**config.mk**
```make
export PLATFORM = sky130hd
export DESIGN_NAME = uart_rx_core
export DESIGN_NICKNAME = d
export VERILOG_FILES = /design/src/rtl/uart_pkg.sv /design/src/rtl/uart_baud_tick.sv /design/src/rtl/uart_rx_core.sv
export SDC_FILE = /design/constraint.sdc
export NUM_CORES = 1
export LEC_CHECK = 0
export BUFFER_PORTS_ARGS = -buffer_cell sky130_fd_sc_hd__buf_2
export CAP_MARGIN = 20
export CORE_AREA = 2 2 58 60
export CTS_BUF_LIST = sky130_fd_sc_hd__clkbuf_4 sky130_fd_sc_hd__clkbuf_8 sky130_fd_sc_hd__clkbuf_16
export CTS_CLUSTER_DIAMETER = 50
export DETAILED_ROUTE_END_ITERATION = 12
export DIE_AREA = 0 0 60 62
export PLACE_DENSITY = 0.72
export SLEW_MARGIN = 10
export SYNTH_ARGS = -nofsm -noshare
export SYNTH_HDL_FRONTEND = slang
export SYNTH_SLANG_ARGS = --single-unit
```
**constraint.sdc**
```tcl
create_clock -name clk -period 1.8 [get_ports clk]
set_clock_uncertainty 0.2 [all_clocks]
set_input_delay 0.36 -clock clk [delete_from_list [all_inputs] [get_ports clk]]
set_output_delay 0.36 -clock clk [all_outputs]
set_load 0.05 [all_outputs]
```
**src/rtl/uart_pkg.sv**
```systemverilog
// Shared definitions for the UART receive path.
// Holds the FSM state type and oversampling constants.
package uart_pkg;

    typedef enum logic [2:0] {
        IDLE,
        START,
        DATA,
        PARITY,
        STOP
    } uart_state_t;

    localparam int OVERSAMPLE = 16;
    localparam int MID_SAMPLE = 8;
    localparam int DATA_BITS  = 8;

endpackage

```
**src/rtl/uart_baud_tick.sv**
```systemverilog
// Oversample tick generator: one-clk tick every CLK_DIV clocks.
// clr restarts the count so the bit phase aligns to a start edge.
module uart_baud_tick #(
    parameter int CLK_DIV = 27
) (
    input  logic clk,
    input  logic rst,
    input  logic clr,
    output logic tick
);

    localparam int CW = (CLK_DIV > 1) ? $clog2(CLK_DIV) : 1;
    localparam logic [CW-1:0] LAST = CW'(CLK_DIV - 1);

    logic [CW-1:0] cnt;

    // Free-running divider, restarted by clr.
    always_ff @(posedge clk) begin
        if (rst || clr) begin
            cnt <= '0;
        end else if (cnt == LAST) begin
            cnt <= '0;
        end else begin
            cnt <= cnt + 1'b1;
        end
    end

    assign tick = (cnt == LAST);

endmodule

```
**src/rtl/uart_rx_core.sv**
```systemverilog
// UART receiver: 16x oversampled, 8 data bits, one stop bit.
// Define UART_RX_PARITY_EN to add an even-parity bit after the data.
module uart_rx_core
    import uart_pkg::*;
#(
    parameter int CLK_DIV     = 27,
    parameter int SYNC_STAGES = 2
) (
    input  logic       clk,
    input  logic       rst,
    input  logic       rxd,
    input  logic       rd,
    output logic [7:0] data,
    output logic       rdf,
    output logic       rdc,
    output logic       error
);

    uart_state_t state;
    uart_state_t state_n;

    logic [SYNC_STAGES-1:0] sync_q;
    logic                   rxd_s;
    logic                   tick;
    logic [3:0]             os_cnt;
    logic [2:0]             bit_cnt;
    logic [7:0]             shift_q;
    logic                   accept_q;
    logic                   ferr_q;
    logic                   par_ok;
    logic                   os_last;
    logic                   sample;
    logic                   start_go;
    logic                   stop_hit;

    assign rxd_s = sync_q[SYNC_STAGES-1];

    // Metastability guard on the asynchronous line; idles high.
    always_ff @(posedge clk) begin
        if (rst) begin
            sync_q <= '1;
        end else begin
            sync_q <= {sync_q[SYNC_STAGES-2:0], rxd};
        end
    end

    uart_baud_tick #(
        .CLK_DIV (CLK_DIV)
    ) u_tick (
        .clk  (clk),
        .rst  (rst),
        .clr  (start_go),
        .tick (tick)
    );

    // State register.
    always_ff @(posedge clk) begin
        if (rst) begin
            state <= IDLE;
        end else begin
            state <= state_n;
        end
    end

    // Next state and bit-sample strobes.
    always_comb begin
        state_n  = state;
        start_go = 1'b0;
        stop_hit = 1'b0;
        os_last  = (state == START) ? (os_cnt == 4'(MID_SAMPLE - 1))
                                    : (os_cnt == 4'(OVERSAMPLE - 1));
        sample   = tick && os_last;
        unique case (state)
            IDLE: begin
                if (!rxd_s) begin
                    state_n  = START;
                    start_go = 1'b1;
                end
            end
            START: begin
                if (sample) begin
                    state_n = rxd_s ? IDLE : DATA;
                end
            end
            DATA: begin
                if (sample && bit_cnt == 3'(DATA_BITS - 1)) begin
`ifdef UART_RX_PARITY_EN
                    state_n = PARITY;
`else
                    state_n = STOP;
`endif
                end
            end
            PARITY: begin
`ifdef UART_RX_PARITY_EN
                if (sample) begin
                    state_n = STOP;
                end
`else
                state_n = IDLE;
`endif
            end
            STOP: begin
                if (sample) begin
                    state_n  = IDLE;
                    stop_hit = 1'b1;
                end
            end
            default: state_n = IDLE;
        endcase
    end

`ifdef UART_RX_PARITY_EN
    logic perr_q;

    // Even parity over data plus parity bit must xor to zero.
    always_ff @(posedge clk) begin
        if (rst || start_go) begin
            perr_q <= 1'b0;
        end else if (sample && state == PARITY) begin
            perr_q <= ^{shift_q, rxd_s};
        end
    end

    assign par_ok = ~perr_q;
`else
    assign par_ok = 1'b1;
`endif

    // Oversample/bit counters, data shift and stop verdict.
    always_ff @(posedge clk) begin
        if (rst) begin
            os_cnt   <= '0;
            bit_cnt  <= '0;
            shift_q  <= '0;
            accept_q <= 1'b0;
            ferr_q   <= 1'b0;
        end else begin
            accept_q <= 1'b0;
            ferr_q   <= 1'b0;
            if (start_go) begin
                os_cnt  <= '0;
                bit_cnt <= '0;
            end else if (tick) begin
                os_cnt <= sample ? 4'd0 : os_cnt + 4'd1;
            end
            if (sample && state == DATA) begin
                shift_q <= {rxd_s, shift_q[7:1]};
                bit_cnt <= bit_cnt + 3'd1;
            end
            if (stop_hit) begin
                if (rxd_s && par_ok) begin
                    accept_q <= 1'b1;
                end else begin
                    ferr_q <= 1'b1;
                end
            end
        end
    end

    // Consumer-facing holding register and flags.
    always_ff @(posedge clk) begin
        if (rst) begin
            data  <= 8'h00;
            rdf   <= 1'b0;
            rdc   <= 1'b0;
            error <= 1'b0;
        end else begin
            rdc <= 1'b0;
            if (accept_q) begin
                if (rdf && !rd) begin
                    error <= 1'b1;
                end else begin
                    data <= shift_q;
                    rdf  <= 1'b1;
                    rdc  <= 1'b1;
                    if (rd) begin
                        error <= 1'b0;
                    end
                end
            end else if (ferr_q) begin
                error <= 1'b1;
                if (rd) begin
                    rdf <= 1'b0;
                end
            end else if (rd) begin
                rdf   <= 1'b0;
                error <= 1'b0;
            end
        end
    end

endmodule

```
# Word level (Yosys, flattened, before mapping)
# Index checks and enable logic that the tools add are counted.
totals:
  regBits: 38
  latchBits: 0
  mem_bits_rw: 0
  rom_bits: 0
  input_bits: 4
  elab_cells: 69
  n_memories: 0
op_classes:
  addsub: 3
  multipliers: 0
  div: 0
  order_cmp: 0
  eq_ne: 12
  n_shift: 0
  muxes: 23
  n_bitwise: 3
  n_reduce_logical: 16
ops:
  columns: ["op", "n"]
  rows:
  - ["3-bit 2-to-1 mux", 6]
  - ["1-bit 2-to-1 mux", 14]
  - ["3-bit one-hot mux with 4 select lines", 1]
  - ["2-bit inequality test, second input constant", 5]
  - ["2-bit OR reduction", 4]
  - ["3-bit equality test, second input constant", 2]
  - ["5-bit by 1-bit adder with 5-bit output, second input constant", 1]
  - ["5-bit equality test, second input constant", 1]
  - ["4-bit by 1-bit adder with 4-bit output, second input constant", 1]
  - ["4-bit by 3-bit equality test with 1-bit output, second input constant", 1]
  - ["4-bit equality test, second input constant", 1]
  - ["1-bit logical AND", 4]
  - ["4-bit 2-to-1 mux", 1]
  - ["2-bit AND reduction", 2]
  - ["4-bit AND reduction", 1]
  - ["2-bit nonzero test", 2]
  - ["3-bit by 1-bit adder with 3-bit output, second input constant", 1]
  - ["3-bit by 1-bit equality test with 1-bit output, second input constant", 1]
  - ["3-bit by 2-bit equality test with 1-bit output, second input constant", 1]
  - ["3-bit logical NOT", 1]
  - ["1-bit NOT", 3]
  - ["2-bit 2-to-1 mux", 1]
  - ["1-bit logical NOT", 1]
  - ["1-bit logical OR", 1]

# Logic depth before layout (Yosys ltp)
# Gate-level depths: netlist of the first run.
logic_depth:
  ltp_word: 7
  ltp_mapped: 7

# Hierarchy
# Synthesis of the first run repeated with hierarchy kept, for this count alone.
unflattened:
  cells_unflattened: 165
  hier_area_um2: 1604.0
by_module_without_submodules:
  columns: ["module", "n_inst", "cells_per_inst", "area_per_inst_um2", "seq_area_each_um2"]
  rows:
  - ["uart_rx_core", 1, 145, 1398.8, 660.6]
  - ["uart_baud_tick", 1, 20, 205.2, 100.1]

# Worst setup path after synthesis of the first run
# OpenSTA, ideal clock, no wires.
synth_path:
  kind: "reg-to-reg"
  from: "register u_tick.cnt[0]"
  to: "register shift_q[3]"
  t_arrival_ps: 1594
  t_required_ps: 1472
  slack_ps: -121
  stages_incl_launch_ff: 8
  n_path_buf: 1
  period_less_slack_ps: 1921
  path_cell_list: "dfxtp_1 -> inv_1 -> ha_1 -> nand4b_4 -> nor4_4 -> buf_6 -> mux2i_1 -> nor2_1"
synth_between:
  elab_chain_cells: 3
synth_lines:
  columns: ["item", "line_no", "text"]
  rows:
  - ["start: declaration", "uart_baud_tick.sv:15", "logic [CW-1:0] cnt;"]
  - ["start signal: assignment", "uart_baud_tick.sv:24", "cnt <= cnt + 1'b1;"]
  - ["5-bit equality test", "uart_baud_tick.sv:28", "assign tick = (cnt == LAST);"]
  - ["1-bit logical AND", "uart_rx_core.sv:72", "sample = tick && os_last;"]
  - ["1-bit logical AND", "uart_rx_core.sv:147", "if (sample && state == DATA) begin"]
  - ["end signal: assignment", "uart_rx_core.sv:148", "shift_q <= {rxd_s, shift_q[7:1]};"]
  - ["end: declaration", "uart_rx_core.sv:27", "logic [7:0] shift_q;"]
# No other way between the ends.
# A chain may end at the register's enable or synchronous reset.

# Worst setup path after layout of the first run
layout_path:
  from: "register os_cnt[0]"
  to: "register shift_q[7]"
layout_between:
  elab_chain_cells: 4
  elab_cells_between_ends: 5
  classes_between: "eq/ne (2); mux (1); reduce/logical (2)"
layout_lines:
  columns: ["item", "line_no", "text"]
  rows:
  - ["start: declaration", "uart_rx_core.sv:25", "logic [3:0] os_cnt;"]
  - ["start signal: assignment", "uart_rx_core.sv:145", "os_cnt <= sample ? 4'd0 : os_cnt + 4'd1;"]
  - ["4-bit equality test / 4-bit by 3-bit equality test with 1-bit output (equally long branches)", "uart_rx_core.sv:71, uart_rx_core.sv:70", null]
  - ["1-bit 2-to-1 mux (*)", "uart_rx_core.sv:70", "os_last = (state == START) ? (os_cnt == 4'(MID_SAMPLE - 1))"]
  - ["1-bit logical AND (*)", "uart_rx_core.sv:72", null]
  - ["1-bit logical AND (*)", "uart_rx_core.sv:147", null]
# Every way passes the cells marked *; elsewhere a longest branch is shown, timed or not.

==> flow_metrics.tcl, run 1 <==
set metrics [dict create \
    outcome "completed" \
    grt_setup_unrepaired "true" \
    r2r_cells 6 \
    grt_pass1_wl_um 4170 \
    cts_tree "built" \
    postSynthCellCount 157 \
    h-tree-depth 2 \
    fp.dieW_um 60 \
    die_area_um2 3720 \
    synth_ff_type "dfxtp_1" \
    fin_cells 228 \
    antenna_left 0 \
    hold_class "in -> reg" \
    path_clk_slew_ps 110 \
    cts.sinks 38 \
    fmax_mhz 579 \
    ys_seq_elements 38 \
    wl_per_cell_um 11.6 \
    worst_pin_slew_ps 359 \
    min_period_ps 1730 \
    hold_violations 0 \
    setup_violations 0 \
    yosysSeqAreaShare_pct 49.9 \
    crit_required_ps 1840 \
    ios 15 \
    maxCapViolCount 0 \
    worstReg2RegStart "os_cnt[0]" \
    synth_warnings 0 \
    grt_max_degree 16 \
    rows 21 \
    vias 1136 \
    relSlewSlack_pct 75.9 \
    syn_to_final_growth_pct 16.2 \
    diodes 0 \
    drt_iter0_drc 41 \
    ys_types 28 \
    antenna_found_initial 0 \
    r2r-end "shift_q[7]" \
    cp-end-kind "flop" \
    path_class "reg -> reg" \
    mostFrequentLayoutCells "36 x dfxtp_1, 32 x nor2_1, 15 x mux2i_1" \
    grt_remaining_overflow 0 \
    cp.arrival_ps 1770 \
    viasPerCell 4.98 \
    cts_buffers 5 \
    clock-root-buffer "clkbuf_4" \
    place.port_buffers 14 \
    drv_slew 0 \
    start_util_pct 48.0 \
    dp_hpwl_um 1910 \
    critPathMaxFanout 12 \
    finalInstanceArea_um2 1770 \
    synth_nets 166 \
    synth_area_um2 1530 \
    rrSetupSlack_ps 70 \
    dpl_cell_area_um2 1680 \
    wirelength_um 2640 \
    clkLatencyLatePin_ps 330 \
    core_um2 3180 \
    mostFrequentLayoutCell "dfxtp_1" \
    final_layout_size_suffix_gt1_share_pct 22.0 \
    setup.worst_path.end "shift_q[7]" \
    start_kind "flop" \
    cellPowerDensity_nw_per_um2 772 \
    die_h_um 62 \
    ir_worst_vdd_mv 0.520 \
    crit_path_start "os_cnt[0]" \
    async_flop_share_pct 0 \
    drcViolationCount 0 \
    syn_area_per_cell_um2 9.71 \
    synth_edf_count 0 \
    timing.final.crit_share_pct 95.9 \
    place.gp.congestion 0.812 \
    leakage_nw 0.836 \
    grt_pass1_vias 1018 \
    drt_pass1_iterations 4 \
    cts_buffer_depth 2 \
    power_w 0.00137 \
    final_net_count 190 \
    place_inst 217 \
    grtUsageTotal_pct 15.4 \
]
==> synthesized netlist by cell type (2+ instances only) <==
cell type / number / area share [%]
dfxtp_1: 38 / 50
or2_2: 3 / 1.2
and3_1: 3 / 1.2
nand2_1: 11 / 2.7
nand2b_1: 4 / 1.6
ha_1: 5 / 4.1
xnor2_1: 3 / 1.7
nand3b_1: 4 / 2.0
nor3b_1: 2 / 0.98
nor2_1: 32 / 7.9
clkbuf_1: 4 / 0.98
mux2i_1: 16 / 11
o21ai_0: 3 / 0.98
xor2_1: 3 / 1.7
nand3_1: 3 / 0.98
a21oi_1: 6 / 2.0
nor3_1: 3 / 0.98
inv_1: 4 / 0.98
==> worst max-delay path, stage by stage, from the launching register on <==
cell	delay, ps
dfxtp_2	370
ha_1	170
nand2_1	120
nor4_4	320
buf_12	180
mux2i_2	210
nor2_1	60
==> power breakdown <==
group          internal [W]  switching (W)  leakage, nW
clock              0.000188       0.000272       0.0343
sequential         0.000849     0.00000942        0.308
combinational     0.0000221      0.0000269        0.494
==> how the worst min path moves through the flow <==
| stage | startpoint | end | slack, ps | cells after the start |
|---|---|---|---|---|
| after detailed placement | sync_q[0] | sync_q[1] | 210 | 1 |
| final | rd | rdf | 130 | 3 |
| after CTS | rd | rdf | 120 | 3 |
| after global placement | sync_q[0] | sync_q[1] | 190 | 1 |
| after floorplan | sync_q[0] | sync_q[1] | 190 | 1 |
| after global routing | rd | rdf | 130 | 3 |
==> registers in the layout, indices dropped and copies added, names as in the netlist <==
register,flops
data,8
shift_q,8
u_tick.cnt,5
os_cnt,4
bit_cnt,3
state,3
sync_q,2
accept_q,1
error,1
ferr_q,1
rdc,1
rdf,1
==> cells by family after synthesis <==
family	count (synthesis)	synth area share, %
buf+inv	9	2.71
mux	16	10.5
fa+ha+maj	5	4.10
flops	38	49.9
compound gates	13	5.25
xor+xnor	6	3.45
simple gates	70	24.1
==> through the flow <==
step	hold WS [ps]	setup WS, ps	util [%]	setup TNS [ps]
finish	132	73.8	55.7	0
floorplan	189	3.60	-	0
detailed placement	209	56.0	52.7	0
CTS	120	34.7	55.1	0
global placement	194	108	52.7	0
global route	127	-11.9	55.7	-11.9
==> routing by layer <==
metal / global-route usage, % / share of wire, %
met5: 0 / 0
met4: 9.21 / 1.6
met3: 5.59 / 4.0
met2: 24.2 / 48
met1: 18.1 / 46
==> timing repair <==
action | 4_1_cts | 5_1_grt
setup buffers | 0 | 2
setup endpoints to repair | 0 | 9
endpoints found under the hold margin | 1 | 0
gates resized for setup | 0 | 3
hold buffers | 1 | 0
==> area by class of cell <==
cell class                      instances  area, um^2
Multi-Input combinational cell        110         727
Tap cell                               46        57.6
Timing Repair Buffer                   22         145
Fill cell                             297        1410
Clock buffer                            6        51.3
Clock inverter                          2        12.5
Inverter                                4        15.0
Sequential cell                        38         763
Power figures use the tool's default switching activity.
==> inputs of run 2 (changes only) <==
- CORE_AREA: 2 2 58 60 -> 2 2 60 62
- DIE_AREA: 0 0 60 62 -> 0 0 62 64
- PLACE_DENSITY: 0.72 -> 0.71
- SYNTH_HIERARCHICAL: unset -> 1
==> flow_metrics.tcl, run 2 <==
set metrics [dict create \
    cp.arrival_ps 1930 \
    place.gp.congestion 0.707 \
    die_area_um2 3970 \
    clkLatencyLatePin_ps 350 \
    drt_iter0_drc 43 \
    yosysSeqAreaShare_pct 47.4 \
    hold_ws_ps 120 \
    grtUsageTotal_pct 15.9 \
    ir_worst_vdd_mv 0.473 \
    drt_pass1_iterations 4 \
    place.port_buffers 14 \
    wl_per_cell_um 11.9 \
    fp.dieW_um 62 \
    worst_pin_slew_ps 508 \
    relSlewSlack_pct 66.1 \
    mostFrequentLayoutCell "dfxtp_1" \
    antenna_left 0 \
    h-tree-depth 2 \
    synth_nets 174 \
    rows 21 \
    clock-root-buffer "clkbuf_4" \
    ys_types 39 \
    start_util_pct 48.8 \
    maxCapViolCount 0 \
    yosys.cell_count.top_type "dfxtp_1" \
    postSynthCellCount 165 \
    syn_to_final_growth_pct 18.3 \
    vias 1218 \
    grt_pass1_wl_um 4720 \
    synth_commonest_cells "38 x dfxtp_1, 13 x a21oi_1, 13 x nand2b_1, 12 x nand3_1, 11 x mux2i_1" \
    critPathMaxFanout 4 \
    timing.final.crit_share_pct 103 \
    synth_area_um2 1600 \
    grt_max_degree 21 \
    cts.sinks 38 \
    grt_remaining_overflow 0 \
    ios 15 \
    crit_path_start "u_tick/cnt[0]" \
    yosysTopAreaCellShare_pct 47.4 \
    violations "setup timing" \
    outcome "finished with violations" \
    synth_edf_count 0 \
    wirelength_um 2840 \
    final_layout_size_suffix_gt1_share_pct 25.5 \
    grt_setup_unrepaired "true" \
    synth_top_cell_by_area "dfxtp_1" \
    nFillCells 288 \
    path_clk_slew_ps 110 \
    cts_buffer_depth 2 \
    fin_ws_ps -48.2 \
    worstReg2RegStart "u_tick/cnt[0]" \
    setup_violations 12 \
    path_class "reg -> reg" \
    top_regs "data x8, shift_q x8, u_tick/cnt x5" \
    antenna_found_initial 0 \
    cellPowerDensity_nw_per_um2 732 \
    hold_violations 0 \
    fmax_mhz 541 \
    grt_pass1_vias 1174 \
    power_w 0.00139 \
    die_h_um 64 \
    synth_warnings 6 \
    cts_buffers 5 \
    hold_class "in -> reg" \
    dp_hpwl_um 2050 \
    core_um2 3280 \
    diodes 0 \
    min-delay-start "rd" \
    drv_slew 0 \
    synth_area_leaders "dfxtp_1 47%, mux2i_1 6.9%, nand2b_1 5.1%" \
    ys_seq_elements 38 \
    synth_ff_type "dfxtp_1" \
    tns_ps -388 \
    post-place-ws_ps -108 \
    cts_tree "built" \
    min_period_ps 1850 \
    start_kind "flop" \
    crit_required_ps 1880 \
    viasPerCell 5.12 \
    final_net_count 200 \
    mostFrequentLayoutCells "37 x dfxtp_1, 14 x buf_2, 13 x nand2b_1, 13 x a21oi_1" \
    leakage_nw 0.818 \
    drcViolationCount 0 \
    syn_area_per_cell_um2 9.72 \
    async_flop_share_pct 0 \
    cp-end-kind "flop" \
]
==> run 2: cell types whose count changed in the layout (fill, tap and decap cells not counted), moves of 6 or more <==
cell,delta
a21oi_1,+7
o21ai_0,+6
nand2_1,-10
nor2_1,-22
nand3_1,+8
nand2b_1,+9
==> run 2: critical path, stage by stage (launching register included) <==
cell     delay (ps)
dfxtp_2         340
inv_1            50
ha_1            130
and4b_2         280
nor2b_2         180
or3b_2          450
a31oi_1         150
==> run 2: cell families after synthesis <==
| family | after synthesis | share of synthesized area (%) |
|---|---|---|
| multiplexers | 12 | 7.80 |
| XOR/XNOR | 4 | 2.18 |
| flip-flops | 38 | 47.4 |
| adder cells (fa/ha/maj) | 5 | 3.90 |
| AND/OR/NAND/NOR | 64 | 24.6 |
| buffers and inverters | 12 | 3.59 |
| AO/OA/AOI/OAI | 30 | 10.5 |
==> run 2: layout make-up <==
type / count / area, um^2 / area share (%)
well taps: 46 / 57.6 / 3.03
clock buffers: 6 / 51.3 / 2.70
clock inverters: 2 / 12.5 / 0.660
multi-input cells: 115 / 825 / 43.5
repair buffers: 27 / 174 / 9.17
inverters: 4 / 15.0 / 0.792
flip-flops and latches: 38 / 762 / 40.2
==> run 2: what timing repair did <==
action                     4_1_cts  5_1_grt
gates resized for setup          3        5
hold endpoints to repair         1        0
hold buffers                     1        0
pin swaps                        1        2
setup buffers                    0        0
setup endpoints to repair       15       17
==> run 2: through the flow <==
step	cell area [um^2]	util, %	std cells
2_1_floorplan	1620	-	165
6_report	1900	57.8	238
3_3_place_gp	1790	54.6	229
5_1_grt	1900	57.8	238
4_1_cts	1870	57.0	238
3_5_place_dp	1790	54.6	229
==> run 2: power breakdown <==
group / internal, W / switching, W
combinational: 0.0000320 / 0.0000315
sequential: 0.000850 / 0.00000621
clock: 0.000188 / 0.000282
==> run 2: worst paths after layout <==
path | endpoint | cells past startpoint | slack, ps
worst min-delay path | error | 3 | 120
worst max register to register | os_cnt[0] | 6 | -50
worst max-delay path | os_cnt[0] | 6 | -50
worst min register to register | sync_q[1] | 1 | 220
==> run 2: routing by layer <==
metal / part of all wire [%] / vias to the layer above / global-route usage, %
li1: - / 628 / -
met1: 43 / 563 / 15.5
met2: 51 / 20 / 28.5
met3: 4.5 / 7 / 5.67
met4: 1.7 / 0 / 7.18
met5: 0 / - / 0
==> inputs of run 3 (changes only) <==
- BUFFER_PORTS_ARGS: -buffer_cell sky130_fd_sc_hd__buf_2 -> unset
- CORE_AREA: 2 2 60 62 -> 2 2 58 60
- DIE_AREA: 0 0 62 64 -> 0 0 60 62
- DONT_BUFFER_PORTS: unset -> 1
- SLEW_MARGIN: 10 -> 20
==> flow_metrics.tcl, run 3 (synthesis results as in run 2) <==
set metrics [dict create \
    path_class "reg -> reg" \
    final_layout_size_suffix_gt1_share_pct 20.3 \
    dpl_cell_area_um2 1720 \
    min_period_ps 1860 \
    setup_violations 12 \
    clock-root-buffer "clkbuf_4" \
    start_kind "flop" \
    ir_worst_vdd_mv 0.534 \
    path_clk_slew_ps 110 \
    grtUsageTotal_pct 18.3 \
    worst_pin_slew_ps 687 \
    clkLatencyLatePin_ps 350 \
    drv_slew 0 \
    cellPowerDensity_nw_per_um2 861 \
    outcome "finished with violations" \
    tns_ps -290 \
    crit_slowest_cell "or3_4" \
    worstReg2RegStart "u_tick/cnt[0]" \
    core_um2 3180 \
    comb_power_share_pct 3.9 \
    path_buf_inv 1 \
    drt_pass1_iterations 4 \
    syn_to_final_growth_pct 19.0 \
    drt_iter0_drc 54 \
    timing.final.crit_share_pct 103 \
    violations "setup timing" \
    cp.arrival_ps 1900 \
    die_area_um2 3720 \
    grt_pass1_vias 1196 \
    crit_required_ps 1850 \
    relSlewSlack_pct 54.1 \
    p_sw_share_pct 19.8 \
    grt_remaining_overflow 0 \
    maxCapViolCount 0 \
    p_switching_w 0.000326 \
    diodes 0 \
    h-tree-depth 2 \
    clkPwrFrac_pct 44.1 \
    crit_path_start "u_tick/cnt[0]" \
    critPathMaxFanout 4 \
    drcViolationCount 0 \
    grt_max_degree 20 \
    start_util_pct 50.5 \
    antenna_found_initial 0 \
    min-delay-start "rst" \
    leakage_nw 0.776 \
    antenna_left 0 \
    place.gp.congestion 0.700 \
    cp-end-kind "flop" \
    fin_ws_ps -56.2 \
    fmax_mhz 539 \
    dp_hpwl_um 2020 \
    mostFrequentLayoutCell "dfxtp_1" \
    rows 21 \
    wirelength_um 3000 \
    grt_setup_unrepaired "true" \
    cts.sinks 38 \
    cts_buffers 5 \
    place.port_buffers 0 \
    crit_family "simple AND/OR/NAND/NOR gates" \
    vias 1198 \
    p_seq_share_pct 52.0 \
    ios 15 \
    fin_cells 228 \
    cts_tree "built" \
    grt_pass1_wl_um 4930 \
    final_net_count 190 \
    mostFrequentLayoutCells "37 x dfxtp_1, 13 x nand2b_1, 12 x a21oi_1" \
    finalInstanceArea_um2 1910 \
    place_inst 215 \
    die_h_um 62 \
    viasPerCell 5.25 \
    max_stage_delay_ps 370 \
    internal-power_w 0.00132 \
    cts_buffer_depth 2 \
    fp.dieW_um 60 \
    hold_class "in -> reg" \
    hold_violations 0 \
    top_regs "data x8, shift_q x8, u_tick/cnt x5" \
    fin_util_pct 60.1 \
    crit_chain "inv_1, ha_1, and4b_2, nand4_4, or3_4, mux2_4" \
    wl_per_cell_um 13.2 \
]
run 3: worst register-to-register path: stages, from the launching register on:
cell	delay, ps
dfxtp_2	330
inv_1	50
ha_1	130
and4b_2	280
nand4_4	100
or3_4	370
mux2_4	300
run 3: cell type report:
type / instances / area, um^2
fillers: 272 / 1270
multi-input cells: 115 / 825
flip-flops and latches: 38 / 762
repair buffers: 17 / 144
clock inverters: 3 / 68.8
well taps: 46 / 57.6
clock buffers: 5 / 37.5
inverters: 4 / 15.0
run 3: power groups by stage:
stage	logic, W	clock network (W)	registers (W)
2_1_floorplan	0.0000349	0	0.000876
3_3_place_gp	0.0000431	0	0.000874
3_5_place_dp	0.0000456	0	0.000875
4_1_cts	0.0000594	0.000736	0.000856
5_1_grt	0.0000704	0.000790	0.000858
6_report	0.0000640	0.000725	0.000856
run 3: through the flow:
step	hold WS, ps	setup slack [ps]	power [W]
finish	19.1	-56.2	0.00164
global route	1.83	-102	0.00172
CTS	0.311	-56.4	0.00165
detailed placement	199	-94.8	0.000921
global placement	194	-37.2	0.000917
floorplan	189	-90.1	0.000911
run 3: final timing paths:
kind                                    to  slack [ps]  cells after the start
worst max-delay path            bit_cnt[0]         -60                      6
worst min register to register   sync_q[1]         220                      1
worst min-delay path            shift_q[4]          20                      2
worst max register to register  bit_cnt[0]         -60                      6
run 3: timing repair:
action,in CTS,in global routing
gates resized for setup,2,7
endpoints found under the hold margin,19,7
hold buffers,4,1
endpoints found under the setup margin,13,17
pin swaps,1,1
buffers inserted,0,0
run 3: routing by layer:
layer  share of wire, %  up-vias  wire length (um)  track usage, %
met5                  0        -                 0               0
met2                 52       21              1570            34.8
met3                3.8        6               114            7.04
li1                   -      609                 -               -
met1                 42      562              1270            17.9
met4                1.5        0                45            6.67
